==> config.mk <==
export PLATFORM = sky130hd
export DESIGN_NAME = rename_bypass_pipe
export DESIGN_NICKNAME = d
export VERILOG_FILES = /design/src/rtl/rename_pkg.sv /design/src/rtl/rename_bypass_pipe_dep_sel.sv /design/src/rtl/rename_bypass_pipe.sv
export SDC_FILE = /design/constraint.sdc
export NUM_CORES = 1
export LEC_CHECK = 0
export CAP_MARGIN = 40
export CORE_UTILIZATION = 34
export DETAILED_ROUTE_END_ITERATION = 8
export PLACE_DENSITY_LB_ADDON = 0.25
export RECOVER_POWER = 50
export SYNTH_ARGS = -nofsm -noshare
export SYNTH_HDL_FRONTEND = slang
export SYNTH_SLANG_ARGS = --single-unit
==> constraint.sdc <==
create_clock -name clk_i -period 2.68 [get_ports clk_i]
set_input_delay 0.536 -clock clk_i [delete_from_list [all_inputs] [get_ports clk_i]]
set_output_delay 0.536 -clock clk_i [all_outputs]
set_load 0.05 [all_outputs]
==> src/rtl/rename_pkg.sv <==
// Shared defaults and slicing helper for the rename bypass pipeline.
package rename_pkg;

    localparam int PREG_W_DEFAULT   = 7;
    localparam int AREG_W_DEFAULT   = 5;
    localparam int ZERO_REG_DEFAULT = 31;

    // LSB position of lane `lane` inside a flat per-lane bus of `field_w`-bit fields.
    function automatic int lane_lsb(input int lane, input int field_w);
        return lane * field_w;
    endfunction

endpackage

==> src/rtl/rename_bypass_pipe_dep_sel.sv <==
// Youngest-older-producer select for one source of one rename lane.
module rename_dep_sel
    import rename_pkg::*;
#(
    parameter int N_OLDER  = 1,
    parameter int PREG_W   = PREG_W_DEFAULT,
    parameter int AREG_W   = AREG_W_DEFAULT,
    parameter int ZERO_REG = ZERO_REG_DEFAULT
) (
    input  logic [AREG_W-1:0]         src_arch,
    input  logic [PREG_W-1:0]         rat_phys,
    input  logic [N_OLDER-1:0]        prod_en,
    input  logic [N_OLDER*AREG_W-1:0] prod_arch,
    input  logic [N_OLDER*PREG_W-1:0] prod_phys,
    output logic [PREG_W-1:0]         sel_phys
);

    localparam logic [AREG_W-1:0] ZERO_ARCH = AREG_W'(ZERO_REG);

    // Scanning oldest to youngest lets the youngest matching producer win.
    always_comb begin
        sel_phys = rat_phys;
        for (int i = 0; i < N_OLDER; i++) begin
            if (prod_en[i] && (src_arch != ZERO_ARCH) &&
                (prod_arch[lane_lsb(i, AREG_W) +: AREG_W] == src_arch)) begin
                sel_phys = prod_phys[lane_lsb(i, PREG_W) +: PREG_W];
            end
        end
    end

endmodule

==> src/rtl/rename_bypass_pipe.sv <==
// Rename group bypass: resolves intra-group dependencies and registers the group
// behind a single-entry valid/ready output stage.
module rename_bypass_pipe
    import rename_pkg::*;
#(
    parameter int WIDTH    = 4,
    parameter int PREG_W   = PREG_W_DEFAULT,
    parameter int AREG_W   = AREG_W_DEFAULT,
    parameter int ZERO_REG = ZERO_REG_DEFAULT
) (
    input  logic                    clk_i,
    input  logic                    rst_i,
    input  logic                    flush_i,
    input  logic                    in_valid_i,
    output logic                    in_ready_o,
    input  logic [WIDTH-1:0]        lane_valid_i,
    input  logic [WIDTH-1:0]        lane_wr_i,
    input  logic [WIDTH*AREG_W-1:0] rs1_arch_i,
    input  logic [WIDTH*AREG_W-1:0] rs2_arch_i,
    input  logic [WIDTH*AREG_W-1:0] rd_arch_i,
    input  logic [WIDTH*PREG_W-1:0] rs1_phys_i,
    input  logic [WIDTH*PREG_W-1:0] rs2_phys_i,
    input  logic [WIDTH*PREG_W-1:0] oldrd_phys_i,
    input  logic [WIDTH*PREG_W-1:0] newrd_phys_i,
    output logic                    out_valid_o,
    input  logic                    out_ready_i,
    output logic [WIDTH-1:0]        lane_valid_o,
    output logic [WIDTH*PREG_W-1:0] rs1_phys_o,
    output logic [WIDTH*PREG_W-1:0] rs2_phys_o,
    output logic [WIDTH*PREG_W-1:0] rd_phys_o,
    output logic [WIDTH*PREG_W-1:0] oldrd_phys_o
);

    logic [WIDTH-1:0]        prod_en;
    logic [WIDTH*PREG_W-1:0] rs1_res, rs2_res, oldrd_res;
    logic                    load, drain;
    logic                    unused_bits;

    // Only present, writing lanes may forward their new tag to younger lanes.
    assign prod_en     = lane_valid_i & lane_wr_i;
    assign unused_bits = ^{prod_en[WIDTH-1], rs1_arch_i[AREG_W-1:0], rs2_arch_i[AREG_W-1:0]};

    for (genvar j = 0; j < WIDTH; j++) begin : g_lane
        if (j == 0) begin : g_head
            assign rs1_res[0 +: PREG_W]   = rs1_phys_i[0 +: PREG_W];
            assign rs2_res[0 +: PREG_W]   = rs2_phys_i[0 +: PREG_W];
            assign oldrd_res[0 +: PREG_W] = oldrd_phys_i[0 +: PREG_W];
        end else begin : g_dep
            rename_dep_sel #(.N_OLDER(j), .PREG_W(PREG_W), .AREG_W(AREG_W), .ZERO_REG(ZERO_REG)) u_rs1 (
                .src_arch (rs1_arch_i[j*AREG_W +: AREG_W]),
                .rat_phys (rs1_phys_i[j*PREG_W +: PREG_W]),
                .prod_en  (prod_en[j-1:0]),
                .prod_arch(rd_arch_i[j*AREG_W-1:0]),
                .prod_phys(newrd_phys_i[j*PREG_W-1:0]),
                .sel_phys (rs1_res[j*PREG_W +: PREG_W])
            );
            rename_dep_sel #(.N_OLDER(j), .PREG_W(PREG_W), .AREG_W(AREG_W), .ZERO_REG(ZERO_REG)) u_rs2 (
                .src_arch (rs2_arch_i[j*AREG_W +: AREG_W]),
                .rat_phys (rs2_phys_i[j*PREG_W +: PREG_W]),
                .prod_en  (prod_en[j-1:0]),
                .prod_arch(rd_arch_i[j*AREG_W-1:0]),
                .prod_phys(newrd_phys_i[j*PREG_W-1:0]),
                .sel_phys (rs2_res[j*PREG_W +: PREG_W])
            );
            rename_dep_sel #(.N_OLDER(j), .PREG_W(PREG_W), .AREG_W(AREG_W), .ZERO_REG(ZERO_REG)) u_oldrd (
                .src_arch (rd_arch_i[j*AREG_W +: AREG_W]),
                .rat_phys (oldrd_phys_i[j*PREG_W +: PREG_W]),
                .prod_en  (prod_en[j-1:0]),
                .prod_arch(rd_arch_i[j*AREG_W-1:0]),
                .prod_phys(newrd_phys_i[j*PREG_W-1:0]),
                .sel_phys (oldrd_res[j*PREG_W +: PREG_W])
            );
        end
    end

    // ---- stage p1: registered output group ----
    logic                    vld_p1;
    logic [WIDTH-1:0]        lane_vld_p1;
    logic [WIDTH*PREG_W-1:0] rs1_p1, rs2_p1, rd_p1, oldrd_p1;

    assign in_ready_o = rst_i || !vld_p1 || out_ready_i;
    assign load       = in_valid_i && in_ready_o && !flush_i;
    assign drain      = vld_p1 && out_ready_i;

    always_ff @(posedge clk_i) begin
        if (rst_i) begin
            vld_p1      <= 1'b0;
            lane_vld_p1 <= '0;
        end else if (flush_i) begin
            vld_p1      <= 1'b0;
            lane_vld_p1 <= '0;
        end else if (load) begin
            vld_p1      <= 1'b1;
            lane_vld_p1 <= lane_valid_i;
        end else if (drain) begin
            vld_p1      <= 1'b0;
            lane_vld_p1 <= '0;
        end
    end

    always_ff @(posedge clk_i) begin
        if (rst_i) begin
            rs1_p1   <= '0;
            rs2_p1   <= '0;
            rd_p1    <= '0;
            oldrd_p1 <= '0;
        end else if (load) begin
            rs1_p1   <= rs1_res;
            rs2_p1   <= rs2_res;
            rd_p1    <= newrd_phys_i;
            oldrd_p1 <= oldrd_res;
        end
    end

    assign out_valid_o  = vld_p1;
    assign lane_valid_o = lane_vld_p1;
    assign rs1_phys_o   = rs1_p1;
    assign rs2_phys_o   = rs2_p1;
    assign rd_phys_o    = rd_p1;
    assign oldrd_phys_o = oldrd_p1;

endmodule

# Yosys cells after proc, flatten, opt, wreduce, memory -nomap -nowiden
# Index checks and enable logic that the tools add are counted.
# Widths: inputs -> output; s select.
# word_totals
register_bits	117
# op_classes
n_reduce_logical	45
muxes	22
n_eq_ne	27
n_bitwise	1
# ops
op	n
$mux 7	18
$eq 5x5->1	18
$ne 5x5->1 const B	9
$logic_and 1x1->1	39
$mux 4	2
$and 3x3->3	1
$logic_not 1->1	2
$logic_or 1x1->1	2
$mux 1	2
$reduce_bool 2->1	1
$reduce_or 2->1	1

# Depth between registers and ports, before layout
# Gate-level depths: netlist of the first run.
# depth
ltp_word	6
ltp_mapped	9
ltp_nobuf	6

# Hierarchy
# A second synthesis of the first run with hierarchy kept.
# unflattened
hier_cells	891
hier_area_um2	8200.4
# by_module_without_submodules
module	area_per_inst_um2	n_inst	cells_each
rename_bypass_pipe	5186.2	1	513
rename_dep_sel at g_lane[3].g_dep.u_oldrd ...	456.7	3	60
rename_dep_sel at g_lane[2].g_dep.u_oldrd ...	390.4	3	49
rename_dep_sel at g_lane[1].g_dep.u_oldrd ...	157.7	3	17

# Worst setup path before layout of the first run
# No wires, ideal clock.
# synth_path
path_kind	in2reg
start	in rst_i
end	reg rs2_p1[21] (netlist: rs2_phys_o[21])
required_time_ns	2.600
setup_slack_ns	0.295
arrival_time_ns	2.305
cell_stages	8
path_buffers	4
setup_time_ns	0.080
cell_sequence	buf_6 -> nand3b_1 -> and3b_1 -> clkbuf_1 -> clkbuf_1 -> clkbuf_1 -> nor2_1 -> a211oi_2
# synth_between
elab_chain_len	4
# synth_lines
item	line_no	source
from (decl)	rename_bypass_pipe.sv:12	input logic rst_i,
$logic_or 1x1->1 (2 in series)	rename_bypass_pipe.sv:81	assign in_ready_o = rst_i || !vld_p1 || out_ready_i;
named net in_ready_o	rename_bypass_pipe.sv:15	output logic in_ready_o,
$logic_and 1x1->1 (2 in series)	rename_bypass_pipe.sv:82	assign load = in_valid_i && in_ready_o && !flush_i;
to (signal assigned)	rename_bypass_pipe.sv:109	rs2_p1 <= rs2_res;
to (decl)	rename_bypass_pipe.sv:79	logic [WIDTH*PREG_W-1:0] rs1_p1, rs2_p1, rd_p1, oldrd_p1;
# The timed path passes the listed nets, and every way through them passes these cells.
# A chain may end at the register's enable or synchronous reset.

# Worst setup path after layout of the first run
# layout_path
start	in rd_arch_i[3]
end	reg oldrd_p1[24] (netlist: oldrd_phys_o[24])
# layout_between
elab_chain_len	5
# layout_lines
item	line_no	source
from (decl)	rename_bypass_pipe.sv:20	input logic [WIDTH*AREG_W-1:0] rd_arch_i,
$eq 5x5->1	rename_bypass_pipe_dep_sel.sv:25	(prod_arch[lane_lsb(i, AREG_W) +: AREG_W] == src_arch)) begin
$logic_and 1x1->1	rename_bypass_pipe_dep_sel.sv:24	if (prod_en[i] && (src_arch != ZERO_ARCH) &&
$mux 7 (3 in series)	rename_bypass_pipe_dep_sel.sv:24	
to (signal assigned)	rename_bypass_pipe.sv:111	oldrd_p1 <= oldrd_res;
to (decl)	rename_bypass_pipe.sv:79	
# Every way passes these cells.

==> results.tsv, run 1 <==
metric	value	unit
yosysWarnings	0	
min_from	oldrd_phys_o[4]	
num_rows	51	
max_freq	411.1	MHz
synthArstFlopShare	0	
ios	303	
postRouteAntennaNets	0	
met3_usage	0.07445	
dieArea	20390	um^2
drt-pass1-iter-count	5	
via_count	7031	
ys_top_cells_by_count	nand2_1 (133), dfxtp_1 (117), a21oi_1 (96), mux2i_1 (63), nor2_1 (63)	
worst_setup_path_end_kind	register	
ys_top_cells_by_area	dfxtp_1 (35%), mux2i_1 (9.4%), nand2_1 (7.4%)	
cts_setup_buffers	0	
syn_nets	998	
synthMostInstantiatedCell	nand2_1	
numClockSinks	117	
synthMuxAreaShare	0.09356	
path_class	primary input to register	
synth_top_family_by_area	compound AO/OA/AOI/OAI gates	
post_cts_resized	0	
grt_pass1_wl	38.48	mm
h-tree-depth	4	
initial_core_util	0.3463	
synthAdderAreaFrac	0	
worstPathArrival	2.77	ns
drive_gt1_frac	0.1192	
crit_path_start	rd_arch_i[3]	
yosysSeqAreaShare	0.3475	
hold_ws	0.4478	ns
crit_chain	clkdlybuf4s50_1 > xnor2_1 > nand3_1 > or4_1 > buf_4 > mux2i_1 > a211o_1 > a211oi_2	
use_met2	0.4327	
power_density	513.4	nW/um^2
setup_tns	0	ns
required	3.01	ns
first_global_vias	6849	
relSlewSlack	0.4062	
antenna_found_initial	1	
tightestPinTransition	0.8906	ns
dp_hpwl	18.77	mm
clock_path_buffers	2	
coreArea	19460	um^2
crit_path_max_fanout	7	
synth_compound_area_frac	0.2150	
netlist-cell-type-count	47	
finalSetupViolations	0	
gp_congestion	0.8682	
synth_edf_count	0	
synth.avg_cell_area	8.291	um^2
area_growth	59.18	%
worst_slack	0.2476	ns
critPathLaunchType	primary input	
clk_latency	0.43	ns
timing_hold_violations_final	0	
synth_xor_area_frac	0.09746	
maxCapViolCount	0	
drt-wirelength-per-cell	18.32	um
hold_buffers	0	
drc	0	
ir_worst_vdd	432.4	uV
dp_slack	-0.1742	ns
die_w	142.8	um
chipHeight	142.8	um
critPathMaxStageDelay	0.64	ns
fillCellCount	1785	
cts_tree	yes	
wirelength	25.64	mm
root_buffer	clkbuf_16	
r2r_slack	0.72	ns
final_nets	1305	
syn_area	6740	um^2
drv_slew	0	
met1_usage	0.2956	
synth-simple-area-share	0.1671	
via_per_inst	5.026	
path_clk_slew	0.06	ns
fin_skew	0.01776	ns
leakage	4.133	nW
drt_iter0_drc	311	
io_buffers	291	
syn_inst	813	
overflow	0	
ys.flop_type	dfxtp_1	
grt_use_total	0.2521	
r2r-start	out_valid_o	
ys_seq_elements	117	
status	completed	
worstHoldPathType	register to register	
yosysTopAreaCell	dfxtp_1	
cts_made_buffers	17	
grt_max_degree	78	
rsz0062_at_grt	false	
synth_top_cell_area_share	0.3475	
busiest_layer	met2	
period_needed	2.432	ns
finalCritPeriodShare	0.9076	
critPathSlowestCell	clkdlybuf4s50_1	
==> layout make-up <==
type                       count  area [um^2]  area share
inverter                      12        45.04    0.004198
tap                          265        331.6     0.03090
sequential                   117         2342      0.2183
multi-input combinational    606         3869      0.3606
timing repair buffer         366         3577      0.3334
clock buffer                  17        425.4     0.03965
clock inverter                15        136.4     0.01271
antenna                        1        2.502   0.0002332
==> worst max-delay path: cells and delay by family <==
family / cells / cell delay [ns]
buffers and inverters: 2 / 0.85
and+or+nand+nor: 2 / 0.59
AOI/OAI and AO/OA: 2 / 0.51
xor gates and xnor gates: 1 / 0.15
muxes: 1 / 0.13
==> metrics by stage <==
stage | power (mW) | util | cell area [um^2] | cells
after floorplan | 2.697 | - | 6740 | 813
after global placement | 3.336 | 0.5234 | 10190 | 1366
after detailed placement | 3.347 | 0.5234 | 10190 | 1366
after CTS | 5.587 | 0.5523 | 10750 | 1398
after global routing | 5.735 | 0.5511 | 10730 | 1398
final | 5.508 | 0.5513 | 10730 | 1399
==> final timing paths <==
kind,depth (start not counted),to
hold reg to reg,2,oldrd_phys_o[4]
setup reg to reg,5,rs2_phys_o[26]
hold / removal,2,oldrd_phys_o[4]
setup / recovery,8,oldrd_phys_o[24]
==> power breakdown <==
part           total (mW)  switching [mW]  internal [mW]
clock                2.22           0.998           1.22
sequential           1.88          0.0428           1.83
combinational        1.41           0.800          0.610
==> sequential cells by signal (all words and copies together), names as in the netlist <==
name	flops
lane_valid_o	4
rs1_phys_o	28
rd_phys_o	28
oldrd_phys_o	28
out_valid_o	1
rs2_phys_o	28
==> metal layers <==
layer / wire [um] / vias up
met1: 10620 / 3291
li1: - / 3459
met4: 660 / 0
met3: 1883 / 42
met5: 0 / -
met2: 12470 / 239
==> cells in the final DEF (no fill, tap or decap), drive strengths merged, types with 2 or more instances in the layout <==
cell	n
a211o	21
a211oi	35
a21o	21
a21oi	96
a221o	3
a221oi	3
a22oi	7
and3	3
and3b	2
and4	3
buf	74
clkbuf	20
clkdlybuf4s50	233
clkinvlp	4
dfxtp	117
dlygate4sd3	56
inv	22
mux2i	63
nand2	135
nand3	12
nand3b	2
nand4	11
nor2	64
nor3	3
nor4	7
o21ai	23
o221ai	4
or4	5
xnor2	44
xor2	31
==> kinds of logic after synthesis <==
group | Yosys count
AOI/OAI and AO/OA | 217
xor gates and xnor gates | 75
buffers and inverters | 90
muxes | 63
and+or+nand+nor | 251
DFF | 117
(Power assumes the default switching activity.)
==> run 2: changes to the inputs <==
CORE_ASPECT_RATIO = 0.9   (was default)
==> results.tsv, run 2 (synthesis gave the netlist of run 1 again) <==
metric	value	unit	change
status	completed		
ir_worst_vdd	491.9	uV	+14%
p_sw	1.753	mW	-4.7%
relSlewSlack	0.001980		-0.4043
postRouteAntennaNets	0		unchanged
clk_latency	0.42	ns	about the same
multiInputGateArea	3872	um^2	about the same
r2r-start	out_valid_o		
finalSetupViolations	0		unchanged
initial_core_util	0.3496		+0.003304
gp_congestion	0.9144		+5.3%
die_w	150.4	um	+5.3%
switching_share	0.3034		-0.03077
path_class	primary input to register		
grt_pass1_wl	38.99	mm	+1.3%
post_cts_resized	0		unchanged
pwr-share-clk	0.432		+0.029
overflow	0		unchanged
area_growth	59.37	%	
crit_path_start	rd_arch_i[2]		
grt_max_degree	114		+46%
numClockSinks	117		unchanged
cts_made_buffers	17		unchanged
max_freq	403.8	MHz	-1.8%
critPathMaxStageDelay	0.70	ns	+0.06 ns
layout_commonest_cell	clkdlybuf4s50_1		
drive_gt1_frac	0.1160		-0.003121
drc	0		unchanged
worst_setup_path_end_kind	register		
maxCapViolCount	0		unchanged
period_needed	2.477	ns	+0.04426 ns
io_buffers	291		unchanged
chipHeight	135.6	um	-5.1%
first_global_vias	6849		unchanged
worstPathArrival	2.79	ns	+0.02 ns
leakage	4.156	nW	+0.56%
tightestPinTransition	1.497	ns	+0.6064 ns
power_frac_comb	0.243		-0.013
path_clk_slew	0.06	ns	about the same
cts_tree	yes		
via_count	6961		-1.0%
drt-wirelength-per-cell	18.83	um	+2.8%
finalCritPeriodShare	0.9241		+0.01651
drt-pass1-iter-count	5		unchanged
hold_buffers	0		unchanged
h-tree-depth	4		unchanged
setup_tns	0	ns	unchanged
drt_iter0_drc	381		+23%
ios	303		unchanged
seqCellArea	2342	um^2	unchanged
p_int	4.026	mW	+9.8%
final_nets	1301		-0.31%
cts_setup_buffers	0		unchanged
critPathSlowestCell	dlygate4sd3_1		
dp_hpwl	18.87	mm	+0.55%
rsz0062_at_grt	false		
num_rows	48		-5.9%
clock_path_buffers	2		unchanged
via_per_inst	5.044		+0.37%
drv_slew	0		unchanged
finalPower	5.779	mW	+4.9%
dieArea	20390	um^2	about the same
antenna_found_initial	3		+2
grt_use_total	0.2566		+0.004547
worstHoldPathType	register to register		
min_from	rs2_phys_o[4]		
wirelength	25.99	mm	+1.4%
coreArea	19280	um^2	-0.94%
timing_hold_violations_final	0		unchanged
power_density	538.0	nW/um^2	+4.8%
fin_skew	0.006889	ns	-0.01087 ns
power_frac_seq	0.325		-0.015
fillCellCount	1722		-3.5%
crit_path_max_fanout	7		unchanged
crit_chain	dlygate4sd3_1 > xnor2_1 > nand2_1 > or4_1 > buf_4 > mux2i_1 > a211o_1 > a211oi_2		
root_buffer	clkbuf_16		
critPathLaunchType	primary input		
required	2.99	ns	-0.02 ns
final_cell_mix	clkdlybuf4s50_1 (226), nand2_1 (133), dfxtp_1 (117)		
-- run 2: final timing paths --
check               endpoint  slack, ns  cells past startpoint
max           rs2_phys_o[27]       0.20                      8
min            rs2_phys_o[4]       0.45                      2
max reg2reg  oldrd_phys_o[1]       0.73                      6
min reg2reg    rs2_phys_o[4]       0.45                      2
-- run 2: power by group through the flow --
| stage | registers, mW | clock network, mW | logic (mW) |
|---|---|---|---|
| floorplan | 2.24 | 0 | 0.462 |
| global placement | 1.91 | 0 | 1.42 |
| detailed placement | 1.92 | 0 | 1.43 |
| CTS | 1.88 | 2.56 | 1.43 |
| global route | 1.89 | 2.62 | 1.49 |
| finish | 1.88 | 2.49 | 1.41 |
-- run 2: layer usage --
| layer | vias up | share of wire | track usage |
|---|---|---|---|
| li1 | 3453 | - | - |
| met1 | 3253 | 0.44 | 0.3178 |
| met2 | 231 | 0.47 | 0.4288 |
| met3 | 22 | 0.075 | 0.07946 |
| met4 | 2 | 0.013 | 0.06566 |
| met5 | - | 0.00042 | 0 |
-- run 2: metrics by stage --
step | setup WS, ns | area [um^2] | cells | util | hold slack [ns]
2_1_floorplan | 0.2950 | 6740 | 813 | - | 0.6534
3_3_place_gp | -0.1374 | 10140 | 1347 | 0.5259 | 0.4406
3_5_place_dp | -0.1431 | 10140 | 1347 | 0.5259 | 0.4456
4_1_cts | 0.2927 | 10780 | 1379 | 0.5590 | 0.4541
5_1_grt | 0.09474 | 10740 | 1379 | 0.5570 | 0.4663
6_report | 0.2033 | 10740 | 1380 | 0.5572 | 0.4485
-- run 2: layout make-up --
| class | count | share of cell area |
|---|---|---|
| Clock inverter | 14 | 0.01852 |
| Clock buffer | 18 | 0.04089 |
| Tap cell | 250 | 0.02912 |
| Sequential cell | 117 | 0.2181 |
| Antenna cell | 1 | 0.0002330 |
| Inverter | 12 | 0.004193 |
| Timing Repair Buffer | 362 | 0.3285 |
| Multi-Input combinational cell | 606 | 0.3605 |
-- run 2: critical path, delay by kind of cell --
| family | cells | cell delay [ns] |
|---|---|---|
| mux | 1 | 0.13 |
| simple gates | 2 | 0.55 |
| buf+inv | 2 | 0.90 |
| compound gates | 2 | 0.50 |
| xor+xnor | 1 | 0.16 |
==> patch 1 (settings of run 2) <==
Make the reset (`rst_i`) asynchronous in 2 clocked blocks.
--- a/src/rtl/rename_bypass_pipe.sv
+++ b/src/rtl/rename_bypass_pipe.sv
@@ -84,3 +84,3 @@
 
-    always_ff @(posedge clk_i) begin
+    always_ff @(posedge clk_i or posedge rst_i) begin
         if (rst_i) begin
@@ -100,3 +100,3 @@
 
-    always_ff @(posedge clk_i) begin
+    always_ff @(posedge clk_i or posedge rst_i) begin
         if (rst_i) begin
Check against the original RTL: differs if rst_i is asserted again (counterexample within 4 cycles, from zero or initial values and one cycle with rst_i high); with rst_i held inactive, the same outputs for 10 cycles.
==> patch 1 against run 2 <==
Critical path depth shrank 1; area after synthesis grew 1.9%; cell count shrank 3.8%; via count shrank 2.5%; power grew 21%; count of clock-buffer cells in the layout is the same; highest routed layer is now met4; the run now ends with capacitance limit, slew limit left; synthesized cell count shrank 9.3%; wire length grew 2.0%; global-route usage grew 0.16 points; sequential cell count is the same; setup slack gained 0.13 ns; cell area grew 3.9%.
==> patch 1: results (changes against run 2) <==
- Global-route total usage across every layer: 25.8% (+0.16 points)
- Relative max-transition margin: -11.8% (-12 points)
- Area fraction in compound gates after synthesis: 16.7% (-4.8 points)
- Largest net degree at the start of global routing: 118 (+3.5%)
- Sequential Power: 2.15 mW (+14%)
- DRT Wirelength: 26,500 µm (+2.0%)
- Fraction of synthesized area in multiplexers: 8.70% (-0.65 points)
- Synth Area per Inst: 9.32 µm² (+12%)
- Reg2Reg Launch Point: out_valid_o$_DFFE_PP0P_
- Worst hold endpoint: rd_phys_o[25]$_DFFE_PP0P_
- Part of the cycle the worst path needs: 87.4% (-5.0 points)
- Worst hold margin: 0.474 ns (+0.0260 ns)
- Initial antenna violation count: 0 (-3)
- Portion of total power attributed to sequential cells: 30.8% (-1.7 points)
- Internal Power: 4.38 mW (+8.7%)
- Wire length of the first global-routing pass: 40,400 µm (+3.7%)
- Static leakage: 4.87 nW (+17%)
- Register-to-register path setup slack: 0.66 ns (-0.07 ns)
- Timing endpoint of the critical path: rs1_phys_o[4]$_DFFE_PP0P_
- Utilization after layout: 57.3% (+1.6 points)
- Register-to-Register Path Depth: 5 (-1)
- Initial DRC count: 394 (+3.4%)
- Proportion of register bits with asynchronous set or reset after synthesis: 100% (+100 points)
- IR Drop Worst-Case VDD: 0.418 mV (-15%)
- Most frequent cells after synthesis: 164 x sky130_fd_sc_hd__nand2_1, 117 x sky130_fd_sc_hd__dfrtp_1, 53 x sky130_fd_sc_hd__xor2_1
- Status: complete, but fails checks
- Placement Setup Slack: 0.0192 ns (+0.162 ns)
- Top fanout value on the critical path: 30 (+23)
- Worst EP arrival: 2.70 ns (-0.09 ns)
- Via Count: 6,790 (-2.5%)
- Distinct cells, synth: 53 (+13%)
- Failing checks: capacitance limit, slew limit
- Total count of max-transition violations in the final report: 118 (+118)
- Worst stage delay on the critical path: 0.60 ns (-0.10 ns)
- Max-cap viol count: 1 (+1)
- Xor/xnor share of the synthesized area: 9.81% (+0.069 points)
patch 1: cell count changes after synthesis, moves of 19 or more:
cell / change
sky130_fd_sc_hd__a211o_1: -21
sky130_fd_sc_hd__a21oi_1: -81
sky130_fd_sc_hd__a22oi_1: +22
sky130_fd_sc_hd__dfrtp_1: +117
sky130_fd_sc_hd__dfxtp_1: -117
sky130_fd_sc_hd__mux2i_1: -19
sky130_fd_sc_hd__nand2_1: +31
sky130_fd_sc_hd__nor2_1: -40
sky130_fd_sc_hd__o21ai_1: +41
sky130_fd_sc_hd__xnor2_1: -20
sky130_fd_sc_hd__xor2_1: +22
patch 1: final cells by class:
type	instances	share of cell area (%)
multi-input cells	560	33.4
repair buffers	357	31.7
flip-flops and latches	117	26.2
clock buffers	18	3.94
well taps	250	2.80
clock inverters	14	1.48
inverters	12	0.415
patch 1: layer usage:
metal,GRT usage [%],vias to the layer above,share of wire [%]
met5,0,-,0
met4,5.44,0,0.77
met3,6.40,15,7.2
met2,43.2,252,49
met1,33.8,3292,43
li1,-,3231,-
==> patch 2 (flow settings as in run 2) <==
Made on the original files. Change the parameter `WIDTH` from 4 to 6.
--- a/src/rtl/rename_bypass_pipe.sv
+++ b/src/rtl/rename_bypass_pipe.sv
@@ -5,3 +5,3 @@
 #(
-    parameter int WIDTH    = 4,
+    parameter int WIDTH    = 6,
     parameter int PREG_W   = PREG_W_DEFAULT,
Ports: changed (14 resized); port bits go from 303 to 451. No check against the original RTL was run, so the function may have changed too.
==> patch 2 against run 2 <==
Core utilization shrank 1.3 points; first-iteration DRC count grew to 3.0 times the old value; cell area grew 78%; via count is 110% higher; setup slack worse by 0.17 ns; cell count up 88%; global-route usage is 7.8 points higher; critical path depth shrank 1; clock skew increased by 0.0022 ns; area after synthesis is 81% higher; sequential cell count is 58 higher; power is 42% higher; wire length up 140%; critical endpoint is now rs1_phys_o[28]$_SDFFE_PP0P_.
==> patch 2: results (changes against run 2) <==
- Worst stage delay on the critical path: 0.60 ns (-0.10 ns)
- DRT Wirelength: 62,700 µm (+140%)
- Critical register-to-register path endpoint: rs2_phys_o[26]$_SDFFE_PP0P_
- Latest clock arrival within the worst-skew pair: 0.46 ns (+0.04 ns)
- Hold path start: rst_i
- Kind of cell with the highest combined delay on the critical path: compound AO/OA/AOI/OAI gates
- Status: complete, no violations
- Met2 wirelength from detailed routing: 28,800 µm (+140%)
- Register-to-Register Path Depth: 7 (+1)
- Worst Setup SP: lane_valid_i[0]
- Global-route met1 utilization: 41.6% (+9.8 points)
- Via count of the first global-routing pass: 14,700 (+110%)
- Share of layout cells above drive strength 1: 14.9% (+3.3 points)
- Wirelength per Cell: 24.2 µm (+29%)
- Global-route total usage across every layer: 33.5% (+7.8 points)
- Largest net degree at the start of global routing: 75 (-34%)
- Wire length of the first global-routing pass: 92,100 µm (+140%)
- Top layer used by detailed routing: met4
- Synth area leaders: sky130_fd_sc_hd__dfxtp_1 29%, sky130_fd_sc_hd__mux2i_1 7.6%, sky130_fd_sc_hd__xor2_1 7.0%, sky130_fd_sc_hd__xnor2_1 6.7%, sky130_fd_sc_hd__nand2_1 6.1%
- Half-perimeter wire length of the detailed placement result: 47,800 µm (+150%)
- Distinct cells, synth: 61 (+30%)
- Register-to-register path setup slack: 0.62 ns (-0.11 ns)
- Worst hold endpoint: oldrd_phys_o[0]$_SDFFE_PP0P_
- Synth Area per Inst: 7.81 µm² (-5.8%)
- Most frequent cells after synthesis: 198 x sky130_fd_sc_hd__nand2_1, 175 x sky130_fd_sc_hd__dfxtp_1, 141 x sky130_fd_sc_hd__a21oi_1
- Static leakage: 7.91 nW (+90%)
- Internal Power: 5.31 mW (+32%)
- Number of nets at the end of the flow: 2,381 (+83%)
- Actual slew at the worst max-slew pin: 1.04 ns (-0.453 ns)
- Final weighted congestion of routability-driven global placement: 0.977 (+6.9%)
- Utilization after layout: 54.4% (-1.3 points)
- Final setup skew: 0.00904 ns (+0.00215 ns)
- Slowest library cell on the worst path: sky130_fd_sc_hd__or4_4
- Placed Cells: 2,556 (+90%)
- Timing endpoint of the critical path: rs1_phys_o[28]$_SDFFE_PP0P_
- IR Drop Worst-Case VDD: 0.491 mV (-0.24%)
patch 2: cells by family after synthesis:
group / synth area share (%)
and+or+nand+nor: 16.5
buffers and inverters: 6.51
xor gates and xnor gates: 13.8
DFF: 28.7
AOI/OAI and AO/OA: 25.8
muxes: 8.75
patch 2: through the flow:
| stage | setup WS, ns | setup TNS [ns] | hold slack, ns |
|---|---|---|---|
| 2_1_floorplan | 0.239 | 0 | 0.662 |
| 3_3_place_gp | -0.333 | -11.99 | 0.441 |
| 3_5_place_dp | -0.346 | -13.02 | 0.444 |
| 4_1_cts | 0.121 | 0 | 0.384 |
| 5_1_grt | 0.0176 | 0 | 0.388 |
| 6_report | 0.0310 | 0 | 0.390 |
patch 2: layout make-up:
cell class                      count  area share, %
Timing Repair Buffer              682           33.4
Clock buffer                       18           2.29
Sequential cell                   175           18.3
Tap cell                          469           3.06
Multi-Input combinational cell   1198           41.5
Inverter                           32          0.627
Clock inverter                     14          0.817
